$ cat src/rtl/pbch_pkg.sv
// Shared constants and types for the PBCH QPSK LLR demapper.
package pbch_pkg;

    localparam int EQ_WORD_LENGTH    = 8;    // equalized sample width, S0.(EQ_WORD_LENGTH-1)
    localparam int LLR_WORD_LENGTH   = 6;    // LLR width, signed two's complement
    localparam int PBCH_RE_NUM       = 432;  // PBCH data REs per SSB
    localparam int PBCH_ADDR_WIDTH   = 9;    // ceil(log2(PBCH_RE_NUM))
    localparam int LLR_MAG_SUM_WIDTH = 18;   // width of the optional LLR magnitude accumulator

    typedef enum logic [1:0] {
        IDLE    = 2'd0,
        COLLECT = 2'd1,
        DONE    = 2'd2
    } demap_state_t;

endpackage

$ cat src/rtl/pbch_qpsk_llr_demapper_llr_sat_shift.sv
// Combinational arithmetic right shift followed by a symmetric saturation
// to [-(2^(L-1)-1), 2^(L-1)-1]; the most negative code is never produced.
module llr_sat_shift #(
    parameter int EQ_WORD_LENGTH  = pbch_pkg::EQ_WORD_LENGTH,
    parameter int LLR_WORD_LENGTH = pbch_pkg::LLR_WORD_LENGTH,
    parameter int LLR_SHIFT       = 0
) (
    input  logic signed [EQ_WORD_LENGTH-1:0]  x,
    output logic signed [LLR_WORD_LENGTH-1:0] llr
);
    import pbch_pkg::*;

    // One extra bit over the wider of the two formats keeps the compare exact.
    localparam int W = ((EQ_WORD_LENGTH > LLR_WORD_LENGTH) ? EQ_WORD_LENGTH : LLR_WORD_LENGTH) + 1;
    localparam logic signed [W-1:0] LLR_MAX = W'((1 << (LLR_WORD_LENGTH - 1)) - 1);
    localparam logic signed [W-1:0] LLR_MIN = -LLR_MAX;

    logic signed [EQ_WORD_LENGTH-1:0] shifted;
    logic signed [W-1:0]              wide;

    // Shift, sign-extend, then clamp; narrow inputs fall through unclamped.
    always_comb begin
        // NOTE: every output of a combinational block gets a value on every path, otherwise a latch is inferred.
        shifted = x >>> LLR_SHIFT;
        wide    = {{(W - EQ_WORD_LENGTH){shifted[EQ_WORD_LENGTH-1]}}, shifted};
        llr     = wide[LLR_WORD_LENGTH-1:0];
        if (wide > LLR_MAX) begin
            llr = LLR_MAX[LLR_WORD_LENGTH-1:0];
        end else if (wide < LLR_MIN) begin
            llr = LLR_MIN[LLR_WORD_LENGTH-1:0];
        end
    end

endmodule

$ cat src/rtl/pbch_qpsk_llr_demapper.sv
// PBCH soft QPSK demapper: equalized I/Q -> saturated LLR pair written to the
// PBCH LLR buffer, one pair per RE, with a done pulse after the last of the SSB.
// Optional feature: define PBCH_LLR_STATS_EN to add the llr_mag_sum accumulator.
module pbch_qpsk_llr_demapper #(
    parameter int EQ_WORD_LENGTH  = pbch_pkg::EQ_WORD_LENGTH,
    parameter int LLR_WORD_LENGTH = pbch_pkg::LLR_WORD_LENGTH,
    parameter int LLR_SHIFT       = 0,
    parameter int PBCH_RE_NUM     = pbch_pkg::PBCH_RE_NUM,
    parameter int ADDR_WIDTH      = pbch_pkg::PBCH_ADDR_WIDTH
) (
    input  logic                              clk,
    input  logic                              rst,
    input  logic                              start,
    input  logic signed [EQ_WORD_LENGTH-1:0]  eq_i,
    input  logic signed [EQ_WORD_LENGTH-1:0]  eq_q,
    input  logic                              in_valid,
    output logic                              llr_wr_en,
    output logic [ADDR_WIDTH-1:0]             llr_addr,
    output logic [2*LLR_WORD_LENGTH-1:0]      llr_data,
    output logic                              demap_done,
    output logic                              busy,
`ifdef PBCH_LLR_STATS_EN
    output logic [pbch_pkg::LLR_MAG_SUM_WIDTH-1:0] llr_mag_sum,
`endif
    output logic                              err_overrun
);
    import pbch_pkg::*;

    localparam int L = LLR_WORD_LENGTH;

    demap_state_t          state, state_next;
    logic [ADDR_WIDTH-1:0] re_cnt, re_cnt_next;
    logic [ADDR_WIDTH-1:0] re_idx;
    logic                  accept;
    logic                  last_re;
    logic signed [L-1:0]   llr_b0, llr_b1;

    llr_sat_shift #(
        .EQ_WORD_LENGTH (EQ_WORD_LENGTH),
        .LLR_WORD_LENGTH(LLR_WORD_LENGTH),
        .LLR_SHIFT      (LLR_SHIFT)
    ) u_sat_i (
        .x  (eq_i),
        .llr(llr_b0)
    );

    llr_sat_shift #(
        .EQ_WORD_LENGTH (EQ_WORD_LENGTH),
        .LLR_WORD_LENGTH(LLR_WORD_LENGTH),
        .LLR_SHIFT      (LLR_SHIFT)
    ) u_sat_q (
        .x  (eq_q),
        .llr(llr_b1)
    );

    // A start in the same cycle as in_valid arms the SSB and takes that RE as index 0.
    assign accept  = in_valid && (start || (state == COLLECT));
    assign re_idx  = start ? '0 : re_cnt;
    assign last_re = accept && (re_idx == ADDR_WIDTH'(PBCH_RE_NUM - 1));
    assign busy    = (state == COLLECT);

    // Next state and RE counter.
    always_comb begin
        state_next  = state;
        re_cnt_next = re_cnt;
        case (state)
            IDLE, COLLECT: state_next = state;
            DONE:          state_next = IDLE;
            default:       state_next = IDLE;
        endcase
        if (start) begin
            state_next  = COLLECT;
            re_cnt_next = '0;
        end
        if (accept) begin
            if (last_re) begin
                state_next  = DONE;
                re_cnt_next = '0;
            end else begin
                re_cnt_next = re_idx + 1'b1;
            end
        end
    end

    // State, counter and the registered write port toward the LLR buffer.
    always_ff @(posedge clk) begin
        // NOTE: sequential state uses non-blocking assignments so every register samples pre-edge values.
        if (rst) begin
            state       <= IDLE;
            re_cnt      <= '0;
            llr_wr_en   <= 1'b0;
            llr_addr    <= '0;
            llr_data    <= '0;
            demap_done  <= 1'b0;
            err_overrun <= 1'b0;
        end else begin
            state      <= state_next;
            re_cnt     <= re_cnt_next;
            llr_wr_en  <= accept;
            demap_done <= (state == DONE);
            if (accept) begin
                llr_addr <= re_idx;
                llr_data <= {llr_b1, llr_b0};
            end
            if (start) begin
                err_overrun <= 1'b0;
            end else if (in_valid && !accept) begin
                err_overrun <= 1'b1;
            end
        end
    end

`ifdef PBCH_LLR_STATS_EN
    localparam int SW = LLR_MAG_SUM_WIDTH;

    logic [L-1:0]  mag_b0, mag_b1;
    logic [SW-1:0] sum_base;
    logic [SW:0]   sum_wide;
    logic [SW-1:0] sum_next;

    // |llr| never overflows L bits because saturation is symmetric.
    always_comb begin
        mag_b0   = llr_b0[L-1] ? -llr_b0 : llr_b0;
        mag_b1   = llr_b1[L-1] ? -llr_b1 : llr_b1;
        sum_base = start ? '0 : llr_mag_sum;
        sum_wide = {1'b0, sum_base} + (SW + 1)'(mag_b0) + (SW + 1)'(mag_b1);
        sum_next = sum_wide[SW] ? '1 : sum_wide[SW-1:0];
    end

    // Accumulate alongside the write; holds after the SSB until the next start.
    always_ff @(posedge clk) begin
        if (rst) begin
            llr_mag_sum <= '0;
        end else if (accept) begin
            llr_mag_sum <= sum_next;
        end else if (start) begin
            llr_mag_sum <= '0;
        end
    end
`else
    // Statistics disabled: no accumulator and no llr_mag_sum port.
`endif

endmodule

$ cat config.mk
export PLATFORM = sky130hd
export DESIGN_NAME = pbch_qpsk_llr_demapper
export DESIGN_NICKNAME = d
export VERILOG_FILES = /design/src/rtl/pbch_pkg.sv /design/src/rtl/pbch_qpsk_llr_demapper_llr_sat_shift.sv /design/src/rtl/pbch_qpsk_llr_demapper.sv
export SDC_FILE = /design/constraint.sdc
export NUM_CORES = 1
export LEC_CHECK = 0
export BUFFER_PORTS_ARGS = -buffer_cell sky130_fd_sc_hd__buf_2
export CAP_MARGIN = 10
export CORE_MARGIN = 10
export CORE_UTILIZATION = 50
export DETAILED_ROUTE_END_ITERATION = 10
export PLACE_DENSITY = 0.83
export SLEW_MARGIN = 40
export SYNTH_ARGS = -nofsm -noshare
export SYNTH_HDL_FRONTEND = slang
export SYNTH_SLANG_ARGS = --single-unit
$ cat constraint.sdc
create_clock -name clk -period 2.4 [get_ports clk]
set_input_delay 0.36 -clock clk [delete_from_list [all_inputs] [get_ports clk]]
set_output_delay 0.36 -clock clk [all_outputs]
set_load 0.02 [all_outputs]
; Word-level counts from Yosys, hierarchy flattened
; Cells that the tools add are included.
; Widths: inputs -> output; s select.
[totals]
regBits = 35
out_inout_bits = 25
wordCells = 34
[classes]
addsub = 1
magnitude_cmp = 4
n_eq_ne = 3
n_mux = 11
n_reduce_logical = 8
[ops]
columns = op, n
row1 = $mux 9, 3
row2 = $mux 6, 4
row3 = $gt 8x6->1 const B, 2
row4 = $lt 8x6->1 const B, 2
row5 = $add 9x1->9 const B, 1
row6 = $eq 9x9->1 const B, 1
row7 = $mux 2, 4
row8 = $reduce_or 2->1, 2
row9 = $logic_and 1x1->1, 3
row10 = $eq 2x1->1 const B, 1
row11 = $eq 2x2->1 const B, 1
row12 = $logic_not 2->1, 1
row13 = $logic_not 1->1, 1
row14 = $logic_or 1x1->1, 1

; Logic depth before layout (Yosys ltp)
[depth]
word_depth = 6
mapped_depth = 7
mapped_depth_nobuf = 6

; Cells and area by module
; Synthesis repeated with hierarchy kept, for this count alone.
[unflattened]
cells_unflattened = 208
area_unflattened_um2 = 1682.9
[by_module_without_submodules]
columns = module, n_inst, cells_each, area_per_inst_um2, seq_area_each_um2
row1 = pbch_qpsk_llr_demapper, 1, 164, 1422.6, 700.7
row2 = llr_sat_shift, 2, 22, 130.1, 0.0

; Worst setup path after synthesis
; OpenSTA, ideal clock, no wires.
[synth_path]
path_type = input port to flip-flop
from = input port start
to = register re_cnt[8]
arrival_time_ns = 1.657
t_required_ns = 2.284
path_slack_ns = 0.627
cell_stages = 7
path_buffers = 1
path_cell_list = buf_2 > nor2b_1 > ha_1 > nand4_1 > a2111oi_4 > xnor2_1 > nor2_1
[synth_via]
elab_chain_len = 5
word_cells_on_any_way = 8
[synth_lines]
columns = item, line
row1 = start: declaration, pbch_qpsk_llr_demapper.sv:13  ; input logic start,
row2 = $mux 9 *, --
row3 = via re_idx[0], pbch_qpsk_llr_demapper.sv:33  ; logic [ADDR_WIDTH-1:0] re_idx;
row4 = branches (longest 2 deep; another with $add 9x1->9), --
row5 = $mux 9 *, pbch_qpsk_llr_demapper.sv:76  ; if (last_re) begin
row6 = $mux 9 *, pbch_qpsk_llr_demapper.sv:75  ; if (accept) begin
row7 = end signal: assignment, pbch_qpsk_llr_demapper.sv:98  ; re_cnt <= re_cnt_next;
row8 = end: declaration, pbch_qpsk_llr_demapper.sv:32  ; logic [ADDR_WIDTH-1:0] re_cnt, re_cnt_next;
; Mark *: on every way through the listed nets, which the timed path passes.
; A chain may end at the register's enable or synchronous reset.

; Final worst setup path
[layout_path]
from = register re_cnt[0]
to = register re_cnt[8]
[layout_via]
elab_chain_len = 5
word_cells_on_any_way = 6
[layout_lines]
columns = item, line
row1 = $mux 9 *, --
row2 = via re_idx[0], pbch_qpsk_llr_demapper.sv:33
row3 = branches (longest 2 deep; another with $add 9x1->9), --
row4 = $mux 9 *, pbch_qpsk_llr_demapper.sv:76
row5 = $mux 9 *, pbch_qpsk_llr_demapper.sv:75
; Marks and branches as above.

==> impl_metrics.toml <==
[outcome]
outcome = "finished clean"

[clocking]
cts-buffers-inserted = 5
clk_pin_slew_worst_paths_ns = 0.11
cts.sinks = 35
cts_resized = 0
cts_buffer_depth = 2
clk_latency_ns = 0.35
postCtsSetupRepairBufs = 0
htreeDepth = 2
cts_root_buffer = "clkbuf_4"
cts_hold_buf = 0
cts_tree = "built"

[synthesis]
synth_ff_type = "dfxtp_1"
synth_top_cell_by_area = "dfxtp_1"
synth_cell_types = 34
synth_compound_area_frac = 0.2061
synthSimpleGateAreaFrac = 0.2630
synth-seq-cells = 35
synth-edff-count = 0
synthAdderAreaFrac = 0.008244
yosysSeqAreaShare = 0.4617
syn_area_um2 = 1518
muxShareOfSynthArea = 0
synth_top_family_by_area = "simple AND/OR/NAND/NOR gates"
synthXorXnorAreaFrac = 0.03462
syn_inst = 173
synth_top_area_share = 0.4617
syn_avg_cell_area_um2 = 8.773
syn_nets = 194
synthArstFlopShare = 0
yosys_warnings = 0
synth_area_leaders = "dfxtp_1, a21oi_1, nor2_1"

[floorplan]
start_util = 0.5365
dieHeight_um = 75.10
io_pins = 45
die_w_um = 75.10
fp.dieArea_um2 = 5639
rows = 19
core_um2 = 2829

[power]
ir_drop_mv = 0.3337
clockPowerShare = 0.330
power_density_nw_per_um2 = 602.8
power_leakage_nw = 0.7444
swShare = 0.2626
intPower_uw = 817.6
power_mw = 1.109
p_comb_frac = 0.122
power.switching_uw = 291.1
sequentialPowerShare = 0.548

[placement]
place_congestion = 0.8627
dp_hpwl_um = 2756
portBuffers = 44

[sta]
skew_ns = 0.01443
rsz0062_at_grt = "false"
setup_violations = 0
slew_headroom = 0.6333
fin_crit_sh = 0.7460
timing.fmax_mhz = 558.6
finalHoldViolCount = 0
min_period_ns = 1.790
setup_tns_ns = 0
maxSlewViolCount = 0
holdWs_ns = 0.2633
worstMarginPinSlew_ns = 0.5480

[worst_setup_path]
cp-end-kind = "flop"
worst-path-max-fanout = 4
path_class = "flop to flop"
rr_worst_depth = 6
reg2reg_from = "re_cnt[0]$_SDFF_PP0_"
rrSetupSlack_ns = 0.61
crit_required_ns = 2.64
worstPathArrival_ns = 2.03
r2r_end = "re_cnt[8]$_SDFF_PP0_"
critPathLaunchType = "flop"

[worst_hold_path]
worstHoldStart = "eq_i[3]"
worstHoldEndpoint = "llr_data[3]$_SDFFE_PP0N_"
holdPathStages = 3
hp-class = "primary input to flop"

[global_route]
grt_usage = 0.1345
grt_use_met3 = 0.08279
antenna_found_initial = 0
use_met1 = 0.1445
grt.overflow.total = 0
grt_pass1_vias = 1352
grt_busiest_layer = "met2"
grtUsageMet2 = 0.2086
grt_max_degree = 23
grt_pass1_wl_um = 5871

[detailed_routing]
wl_per_cell_um = 14.10
drtIter0Drc = 82
post_drt_via_cell_ratio = 5.565
dr.pass1.iters = 4
ant_nets = 0
finalWirelength_um = 3567
vias = 1408
drc_errors = 0

[layout]
syn2layout_area_growth_pct = 21.19
n_antenna_cell = 0
drive_gt1_frac = 0.2658
layout.nets = 242

[run]
maxCapViolations = 0
-- Yosys cell counts, types with 2 or more instances --
cell type	instances
dfxtp_1	35
nor2_1	25
nand2_1	22
a21oi_1	19
o2bb2ai_1	8
xnor2_1	6
nand3_1	5
nand3b_1	5
o21ai_0	5
inv_1	4
nor2b_1	4
nor3_1	3
o211ai_1	3
or3_1	3
a211o_1	2
and3_1	2
buf_2	2
clkbuf_1	2
nor4_1	2
or4_1	2
-- routing by layer --
layer,routed length (um),vias to the layer above
li1,-,712
met1,1503,638
met2,1579,51
met3,427,7
met4,57,0
met5,0,-
-- worst max-delay path, stage by stage, from the launching register on --
cell       delay, ns
dfxtp_1         0.36
nor2b_1         0.27
ha_1            0.27
nand4_1         0.21
a2111oi_4       0.37
xnor2_1         0.15
nor2_1          0.06
-- worst max-delay path by stage --
stage / start / endpoint / slack, ns / cells past startpoint
3_3_place_gp: start / re_cnt[8]$_SDFF_PP0_ / 0.49 / 7
5_1_grt: re_cnt[0]$_SDFF_PP0_ / re_cnt[6]$_SDFF_PP0_ / 0.50 / 6
2_1_floorplan: start / re_cnt[8]$_SDFF_PP0_ / 0.63 / 7
3_5_place_dp: start / re_cnt[8]$_SDFF_PP0_ / 0.45 / 7
6_report: re_cnt[0]$_SDFF_PP0_ / re_cnt[8]$_SDFF_PP0_ / 0.61 / 6
4_1_cts: re_cnt[0]$_SDFF_PP0_ / re_cnt[8]$_SDFF_PP0_ / 0.63 / 6
-- stage by stage --
stage,instance area (um2),std cells,setup WS (ns),util
final,1839,253,0.6097,0.6502
after floorplan,1518,173,0.6274,-
after CTS,1839,253,0.6294,0.6502
after global routing,1839,253,0.5010,0.6502
after detailed placement,1767,245,0.4541,0.6245
after global placement,1767,245,0.4911,0.6245
-- layout make-up --
| type | count | area, um2 |
|---|---|---|
| flip-flops and latches | 35 | 700.7 |
| multi-input cells | 129 | 777.0 |
| fillers | 269 | 989.7 |
| well taps | 31 | 38.79 |
| clock inverters | 1 | 7.507 |
| repair buffers | 46 | 235.2 |
| inverters | 4 | 15.01 |
| clock buffers | 7 | 65.06 |
-- layout by cell type, fill, tap and decap left out, drive strengths merged, types with 5 or more instances in the layout --
cell type and count:
o2bb2ai 8, nand3b 5, clkbuf 7, nand2 22, buf 46, dfxtp 35
nor2 25, o21ai 6, xnor2 6, nand3 5, a21oi 19
-- power by group through the flow --
stage          logic, mW  registers, mW  clock network, mW
3_3_place_gp       0.136          0.620                  0
5_1_grt            0.152          0.610              0.400
3_5_place_dp       0.137          0.620                  0
6_report           0.136          0.607              0.366
2_1_floorplan     0.0637          0.639                  0
4_1_cts            0.137          0.607              0.381
-- state kept, by name, summed over array words and instances, names as in the netlist --
| name | cells |
|---|---|
| demap_done | 1 |
| err_overrun | 1 |
| llr_addr | 9 |
| llr_data | 12 |
| llr_wr_en | 1 |
| re_cnt | 9 |
| state | 2 |
-- cell families (layout without fill, tap and decap cells) --
| logic type | after synthesis | after routing |
|---|---|---|
| AND/OR/NAND/NOR | 80 | 80 |
| AO/OA/AOI/OAI | 42 | 42 |
| XOR/XNOR | 6 | 6 |
| flip-flops | 35 | 35 |
| buffers and inverters | 9 | 58 |
| adder cells (fa/ha/maj) | 1 | 1 |
(Power assumes the default switching activity.)
